--- src/rtl/uart_tx_sched.sv ---
// ICB bus master that configures a UART after reset and then shares its
// transmitter between two byte requesters with round-robin arbitration.
module uart_tx_sched #(
  parameter int unsigned          PA_SIZE   = 32,
  parameter logic [PA_SIZE-1:0]   DATA_ADDR = 32'h1000_0000,
  parameter logic [PA_SIZE-1:0]   CSR_ADDR  = 32'h1000_0004,
  parameter logic [PA_SIZE-1:0]   CTRL_ADDR = 32'h1000_0008,
  parameter logic [31:0]          CTRL_INIT = 32'h0000_1111,
  parameter logic [15:0]          DIVISOR   = 16'd54,
  parameter int unsigned          HOLDOFF   = 8
) (
  input  logic               clk,
  input  logic               rst_n,
  input  logic               req0_valid,
  input  logic [7:0]         req0_data,
  output logic               req0_ready,
  input  logic               req1_valid,
  input  logic [7:0]         req1_data,
  output logic               req1_ready,
  output logic               done,
  output logic               done_id,
  output logic               init_done,
  output logic               busy,
  output logic               icb_cmd_valid,
  input  logic               icb_cmd_ready,
  output logic [PA_SIZE-1:0] icb_cmd_addr,
  output logic               icb_cmd_read,
  output logic [31:0]        icb_cmd_wdata,
  input  logic               icb_rsp_valid,
  output logic               icb_rsp_ready,
  input  logic [31:0]        icb_rsp_rdata
);

  localparam int CNT_W = (HOLDOFF > 1) ? $clog2(HOLDOFF) : 1;
  localparam logic [CNT_W-1:0] HOLD_INIT = CNT_W'(HOLDOFF - 1);

  typedef enum logic [3:0] {
    INIT_CTRL,
    INIT_CTRL_RSP,
    INIT_CSR,
    INIT_CSR_RSP,
    IDLE,
    POLL,
    POLL_RSP,
    WRITE,
    WRITE_RSP,
    HOLD
  } state_t;

  state_t           state, state_nxt;
  logic [7:0]       byte_q;
  logic             id_q;
  logic             rr_last;
  logic [CNT_W-1:0] hold_cnt;
  logic             grant0, grant1;
  logic             write_done;

  // Only tx_ok (bit 0) of the CSR read data matters here.
  logic rdata_unused;
  assign rdata_unused = ^icb_rsp_rdata[31:1];

  assign write_done = (state == WRITE_RSP) && icb_rsp_valid;

  // NOTE: every variable written in an always_comb gets a default first, so no path can infer a latch.
  always_comb begin
    state_nxt = state;
    grant0    = 1'b0;
    grant1    = 1'b0;
    case (state)
      INIT_CTRL:     if (icb_cmd_ready) state_nxt = INIT_CTRL_RSP;
      INIT_CTRL_RSP: if (icb_rsp_valid) state_nxt = INIT_CSR;
      INIT_CSR:      if (icb_cmd_ready) state_nxt = INIT_CSR_RSP;
      INIT_CSR_RSP:  if (icb_rsp_valid) state_nxt = IDLE;
      IDLE: begin
        // With both valid, the requester not served last time wins.
        grant0 = req0_valid && (!req1_valid || rr_last);
        grant1 = req1_valid && (!req0_valid || !rr_last);
        if (grant0 || grant1) state_nxt = POLL;
      end
      POLL:          if (icb_cmd_ready) state_nxt = POLL_RSP;
      POLL_RSP:      if (icb_rsp_valid) state_nxt = icb_rsp_rdata[0] ? WRITE : POLL;
      WRITE:         if (icb_cmd_ready) state_nxt = WRITE_RSP;
      WRITE_RSP:     if (icb_rsp_valid) state_nxt = HOLD;
      HOLD:          if (hold_cnt == '0) state_nxt = IDLE;
      default:       state_nxt = INIT_CTRL;
    endcase
  end

  // Bus outputs decode the state register; gating with rst_n keeps them low
  // for the whole reset and drops an in-flight command the moment reset hits.
  always_comb begin
    icb_cmd_valid = 1'b0;
    icb_cmd_addr  = '0;
    icb_cmd_read  = 1'b0;
    icb_cmd_wdata = '0;
    icb_rsp_ready = 1'b0;
    busy          = 1'b0;
    if (rst_n) begin
      busy = (state != IDLE);
      case (state)
        INIT_CTRL: begin
          icb_cmd_valid = 1'b1;
          icb_cmd_addr  = CTRL_ADDR;
          icb_cmd_wdata = CTRL_INIT;
        end
        INIT_CSR: begin
          icb_cmd_valid = 1'b1;
          icb_cmd_addr  = CSR_ADDR;
          icb_cmd_wdata = {DIVISOR, 16'h0000};
        end
        POLL: begin
          icb_cmd_valid = 1'b1;
          icb_cmd_addr  = CSR_ADDR;
          icb_cmd_read  = 1'b1;
        end
        WRITE: begin
          icb_cmd_valid = 1'b1;
          icb_cmd_addr  = DATA_ADDR;
          icb_cmd_wdata = {24'h0, byte_q};
        end
        INIT_CTRL_RSP, INIT_CSR_RSP, POLL_RSP, WRITE_RSP: icb_rsp_ready = 1'b1;
        default: ;
      endcase
    end
  end

  // NOTE: sequential state uses non-blocking assignments so every flop samples pre-edge values.
  always_ff @(posedge clk or negedge rst_n) begin
    if (!rst_n) begin
      state <= INIT_CTRL;
    end else begin
      state <= state_nxt;
    end
  end

  always_ff @(posedge clk or negedge rst_n) begin
    if (!rst_n) begin
      byte_q     <= '0;
      id_q       <= 1'b0;
      rr_last    <= 1'b1;
      hold_cnt   <= '0;
      req0_ready <= 1'b0;
      req1_ready <= 1'b0;
      done       <= 1'b0;
      done_id    <= 1'b0;
      init_done  <= 1'b0;
    end else begin
      req0_ready <= grant0;
      req1_ready <= grant1;
      done       <= write_done;
      if (grant0 || grant1) begin
        byte_q  <= grant1 ? req1_data : req0_data;
        id_q    <= grant1;
        rr_last <= grant1;
      end
      if (write_done) begin
        done_id  <= id_q;
        hold_cnt <= HOLD_INIT;
      end else if (state == HOLD && hold_cnt != '0) begin
        hold_cnt <= hold_cnt - CNT_W'(1);
      end
      if (state == INIT_CSR_RSP && icb_rsp_valid) init_done <= 1'b1;
    end
  end

endmodule

--- config.mk ---
export PLATFORM = sky130hd
export DESIGN_NAME = uart_tx_sched
export DESIGN_NICKNAME = d
export VERILOG_FILES = /design/src/rtl/uart_tx_sched.sv
export SDC_FILE = /design/constraint.sdc
export NUM_CORES = 1
export LEC_CHECK = 0
export ABC_AREA = 0
export CAP_MARGIN = 10
export CORE_ASPECT_RATIO = 0.9
export CORE_MARGIN = 2
export CORE_UTILIZATION = 37
export DETAILED_ROUTE_END_ITERATION = 8
export PLACE_DENSITY = 0.87
export SLEW_MARGIN = 10
export SYNTH_ARGS = -nofsm -noshare
export SYNTH_HDL_FRONTEND = slang
export SYNTH_SLANG_ARGS = --single-unit
--- constraint.sdc ---
create_clock -name clk -period 3.75 [get_ports clk]
set_input_delay 0.375 -clock clk [delete_from_list [all_inputs] [get_ports clk]]
set_output_delay 0.375 -clock clk [all_outputs]
set_load 0.1 [all_outputs]
==> flow_results.org <==
** Outcome
- Status :: finished clean

** Clock tree
- Clock tree synthesis inserted a total of 3 buffers.
- Worst skew pair latency :: 0.26 ns
- TritonCTS built the clock tree.
- # H-tree levels :: 1
- After clock tree synthesis, the clock-pin slew on the worst setup and hold paths is 0.08 ns.
- Cts repair resizes :: 0
- Cell chosen for the clock root :: sky130_fd_sc_hd__clkbuf_8
- In this run, post-CTS hold repair placed 0 buffers.
- Clk buf depth :: 2
- Once the clock tree was built, the setup fixing pass inserted 0 buffers.
- Sink Count :: 22

** Global route
- Antenna violations before repair :: 0
- The number of global-route vias before repair came to 1194.
- Entering global routing, the biggest net connects 29 pins.
- Tot GR Track Use :: 13.39%
- Overall overflow remaining after global route :: 0
- Wire length of the first global-routing pass :: 5264 um

** Critical path
- Flop-to-flop setup slack :: 1.57 ns
- For the worst setup path, the data required time is 3.38 ns.
- On the worst path, the slowest cell contributes a delay of 0.59 ns.
- The startpoint identified for the worst register-to-register timing path is state[3].
- Together, buffers and inverters on the worst path number 1.
- Worst Setup Path Type :: register to output pin
- Along the worst path, the maximum fanout reaches 17.
- The worst setup path is captured at an output pin.
- CP max stage cell :: sky130_fd_sc_hd__dfrtp_1
- The kind of cell with the highest combined delay along the critical path is simple AND/OR/NAND/NOR gates.
- Crit path launch type :: register
- For the worst flop-to-flop path, the logic depth is 4.
- End of the worst register-to-register path :: byte_q[0]
- The signal on the critical path passes through nand3b_1 > nor2_1 > and2_1 > buf_12.
- Data on the critical path arrives at its endpoint at 2.01 ns.

** Synth
- Fraction of synthesized cell area taken by the top area cell type :: 31.46%
- Primary FF master, synth :: sky130_fd_sc_hd__dfrtp_1
- Number of instances in the synthesized netlist :: 187
- Netlist area before placement :: 1670 um2
- The synthesized design spends more area on one cell type than any other, namely sky130_fd_sc_hd__dfrtp_1.
- Sorting the synthesized cells by area gives the leading types as sky130_fd_sc_hd__dfrtp_1, sky130_fd_sc_hd__buf_4, sky130_fd_sc_hd__mux2i_1.
- The synthesized design contains 22 register bits.
- Yosys printed 0 warnings.
- The share of the Yosys chip area taken by registers is 33.03%.
- Average instance area after synthesis :: 8.932 um2
- Number of different library cells in the post-synthesis netlist :: 42
- Count of flip-flops with a built-in enable after synthesis :: 0
- Fraction of registers with async set or reset after synthesis :: 100.0%

** Worst hold path
- The worst hold path terminates at byte_q[1].
- In this run the most critical hold path is launched from byte_q[1].
- Counting instances, the worst hold path has a depth of 2.
- Hold/Removal Path Class :: register to register

** Timing
- Final critical-path required period :: 2.389 ns
- Number of setup violations in the final report :: 0
- The hold violation total from the final report came to 0.
- The number of pins exceeding their max-slew limit in the final report came to 0.
- Actual slew at the worst max-slew pin :: 0.9687 ns
- Static timing analysis puts the maximum clock frequency at 0.4186 GHz.
- In the post-route analysis, the smallest setup slack over all paths is 1.361 ns.
- Setup repair after global routing left no endpoint under its margin.
- Between clock sinks in the finished design, the worst skew comes to 0.002227 ns.
- Final Hold Slack :: 0.4745 ns
- The worst path uses 63.71% of the clock period.
- Measured against its own limit, the worst slew margin works out to 35.22%.

** Power
- Net switching is 59.08% of the power.
- Combinational fraction of design power :: 66.2%
- Power per cell area :: 866.4 nW/um2
- Net Sw Power :: 1.086 mW
- Cell-internal power :: 0.7523 mW
- Static Leak :: 1.083 nW
- Sequential power share :: 24.5%
- Peak supply drop :: 0.3045 mV
- The share of total power dissipated in the clock network is 9.4%.

** Placed design
- # port buffers :: 48
- Weighted congestion at the end of routability-driven global placement :: 0.7660
- Cell Count Post-Placement :: 285
- Half-perimeter wire length of the detailed placement result :: 2529 um
- OpenSTA, run right after detailed placement, puts the worst setup slack at 1.379 ns.

** Die
- In this run the standard cell core region covers 4403 um2.
- Row generation in the floorplan step produced 23 rows.
- Overall die area :: 5069 um2
- Vert. Die Dim :: 67.74 um
- The die is 74.83 um wide.
- In this run the count of I/O pins placed on the die edge is 127.
- Effective utilization at floorplan :: 37.94%

** Detailed routing
- For this run, design rule violations remaining after detail routing come to 0.
- After detailed routing, the average wire length per cell comes to 11.17 um.
- Count of TritonRoute iterations in the first routing pass :: 4
- Summed over all layers, the routed wires come to 3228 um.
- The count of nets left with antenna violations once routing finished came out at 0.
- The routed layout has 1232 vias.
- Starting DRC count in detailed routing :: 36
- In the routed layout, each cell is associated on average with a via count of 4.263.

** Layout
- # nets final :: 284
- Layout overhead on the synthesized area :: 27.04%
- Antenna diode instance count :: 0
- Cells with a size suffix above 1 make up 14.98% of the layout.
- Non-Filler Instances :: 289

** Flow run
- The tool flagged a number of max-cap violations equal to 0.
==> synth_stat cells (2+ instances only) <==
cell                       instances
sky130_fd_sc_hd__a21o_1            2
sky130_fd_sc_hd__or2_2             2
sky130_fd_sc_hd__mux2i_1           9
sky130_fd_sc_hd__nand2_1          18
sky130_fd_sc_hd__buf_4            53
sky130_fd_sc_hd__o21ai_0          12
sky130_fd_sc_hd__xnor2_1           2
sky130_fd_sc_hd__o31a_1            2
sky130_fd_sc_hd__nor4b_1           3
sky130_fd_sc_hd__o211ai_1          2
sky130_fd_sc_hd__dfrtp_1          21
sky130_fd_sc_hd__clkbuf_1          4
sky130_fd_sc_hd__nor2_1            5
sky130_fd_sc_hd__o41ai_1           3
sky130_fd_sc_hd__nor2b_1           3
sky130_fd_sc_hd__and2_1            6
sky130_fd_sc_hd__nor3_1            2
sky130_fd_sc_hd__buf_2             2
sky130_fd_sc_hd__a21oi_1           3
sky130_fd_sc_hd__inv_1            10
sky130_fd_sc_hd__ha_1              2
==> worst max-delay path by stage <==
stage | start | endpoint | cells past startpoint | slack, ns
after floorplan | state[0] | icb_cmd_addr[28] | 3 | -0.55
after global placement | rst_n | icb_cmd_wdata[4] | 7 | 1.42
after detailed placement | rst_n | icb_cmd_wdata[4] | 7 | 1.38
after CTS | state[3] | icb_cmd_wdata[3] | 4 | 1.34
after global routing | rst_n | icb_cmd_wdata[0] | 7 | 1.20
final | state[3] | icb_cmd_wdata[3] | 4 | 1.36
==> state kept, by name (all words and copies together) (netlist names) <==
register / flops
done: 1
done_id: 1
rr_last: 1
init_done: 1
state: 4
hold_cnt: 3
byte_q: 8
req1_ready: 1
req0_ready: 1
id_q: 1
==> power by group through the flow <==
stage	combinational (mW)	sequential [mW]	clock [mW]
3_3_place_gp	1.20	0.444	0
6_report	1.22	0.450	0.172
4_1_cts	1.22	0.449	0.176
5_1_grt	1.28	0.468	0.187
3_5_place_dp	1.22	0.455	0
2_1_floorplan	0.977	0.495	0
==> routing by layer <==
metal / part of all wire (%) / global-route usage (%) / up-vias
met4: 1.4 / 4.241 / 0
li1: - / - / 607
met1: 38 / 15.40 / 569
met5: 0 / 0 / -
met2: 53 / 24.01 / 50
met3: 7.9 / 3.582 / 6
==> layout make-up <==
class                   count  area (um2)
inverters                  10       37.54
clock buffers               4       55.05
fillers                   400        2281
well taps                  62       77.57
flip-flops and latches     22       551.8
repair buffers             50       580.6
multi-input cells         141       819.5
==> worst register-to-register path: cells and delay by family, from the launching register on <==
kind            cells  cell delay [ns]
mux                 1             0.30
compound gates      1             0.11
simple gates        2             1.03
flops               1             0.59
==> stage by stage <==
stage | power (mW) | utilization, % | area (um2) | setup TNS [ns]
floorplan | 1.471 | - | 1843 | -2.118
global placement | 1.641 | 46.95 | 2067 | 0
detailed placement | 1.676 | 46.95 | 2067 | 0
CTS | 1.848 | 48.20 | 2122 | 0
global route | 1.935 | 48.20 | 2122 | 0
finish | 1.839 | 48.20 | 2122 | 0
==> cells by family (layout without fill, tap and decap cells) <==
group                      after synthesis  in the layout  synth area share, %
buffers and inverters                   70             64                28.24
muxes                                    9              9                5.393
adders and majority gates                2              2                1.498
AOI/OAI and AO/OA                       30             30                12.21
and+or+nand+nor                         51             51                18.35
DFF                                     22             22                33.03
xor gates and xnor gates                 2              2                1.049
other                                    1             47               0.2245
==> layout by cell type, fill, tap and decap left out, types with 3 or more instances in the layout <==
master and instances:
sky130_fd_sc_hd__conb_1 47, sky130_fd_sc_hd__clkdlybuf4s50_1 27, sky130_fd_sc_hd__dfrtp_1 21, sky130_fd_sc_hd__nand2_1 18, sky130_fd_sc_hd__o21ai_0 12, sky130_fd_sc_hd__buf_4 12, sky130_fd_sc_hd__buf_12 11, sky130_fd_sc_hd__inv_1 10
sky130_fd_sc_hd__mux2i_1 9, sky130_fd_sc_hd__and2_1 6, sky130_fd_sc_hd__nor2_1 5, sky130_fd_sc_hd__clkbuf_8 4, sky130_fd_sc_hd__nor2b_1 3, sky130_fd_sc_hd__nor4b_1 3, sky130_fd_sc_hd__a21oi_1 3, sky130_fd_sc_hd__o41ai_1 3
Note: power is estimated with default switching activity, not from simulation.
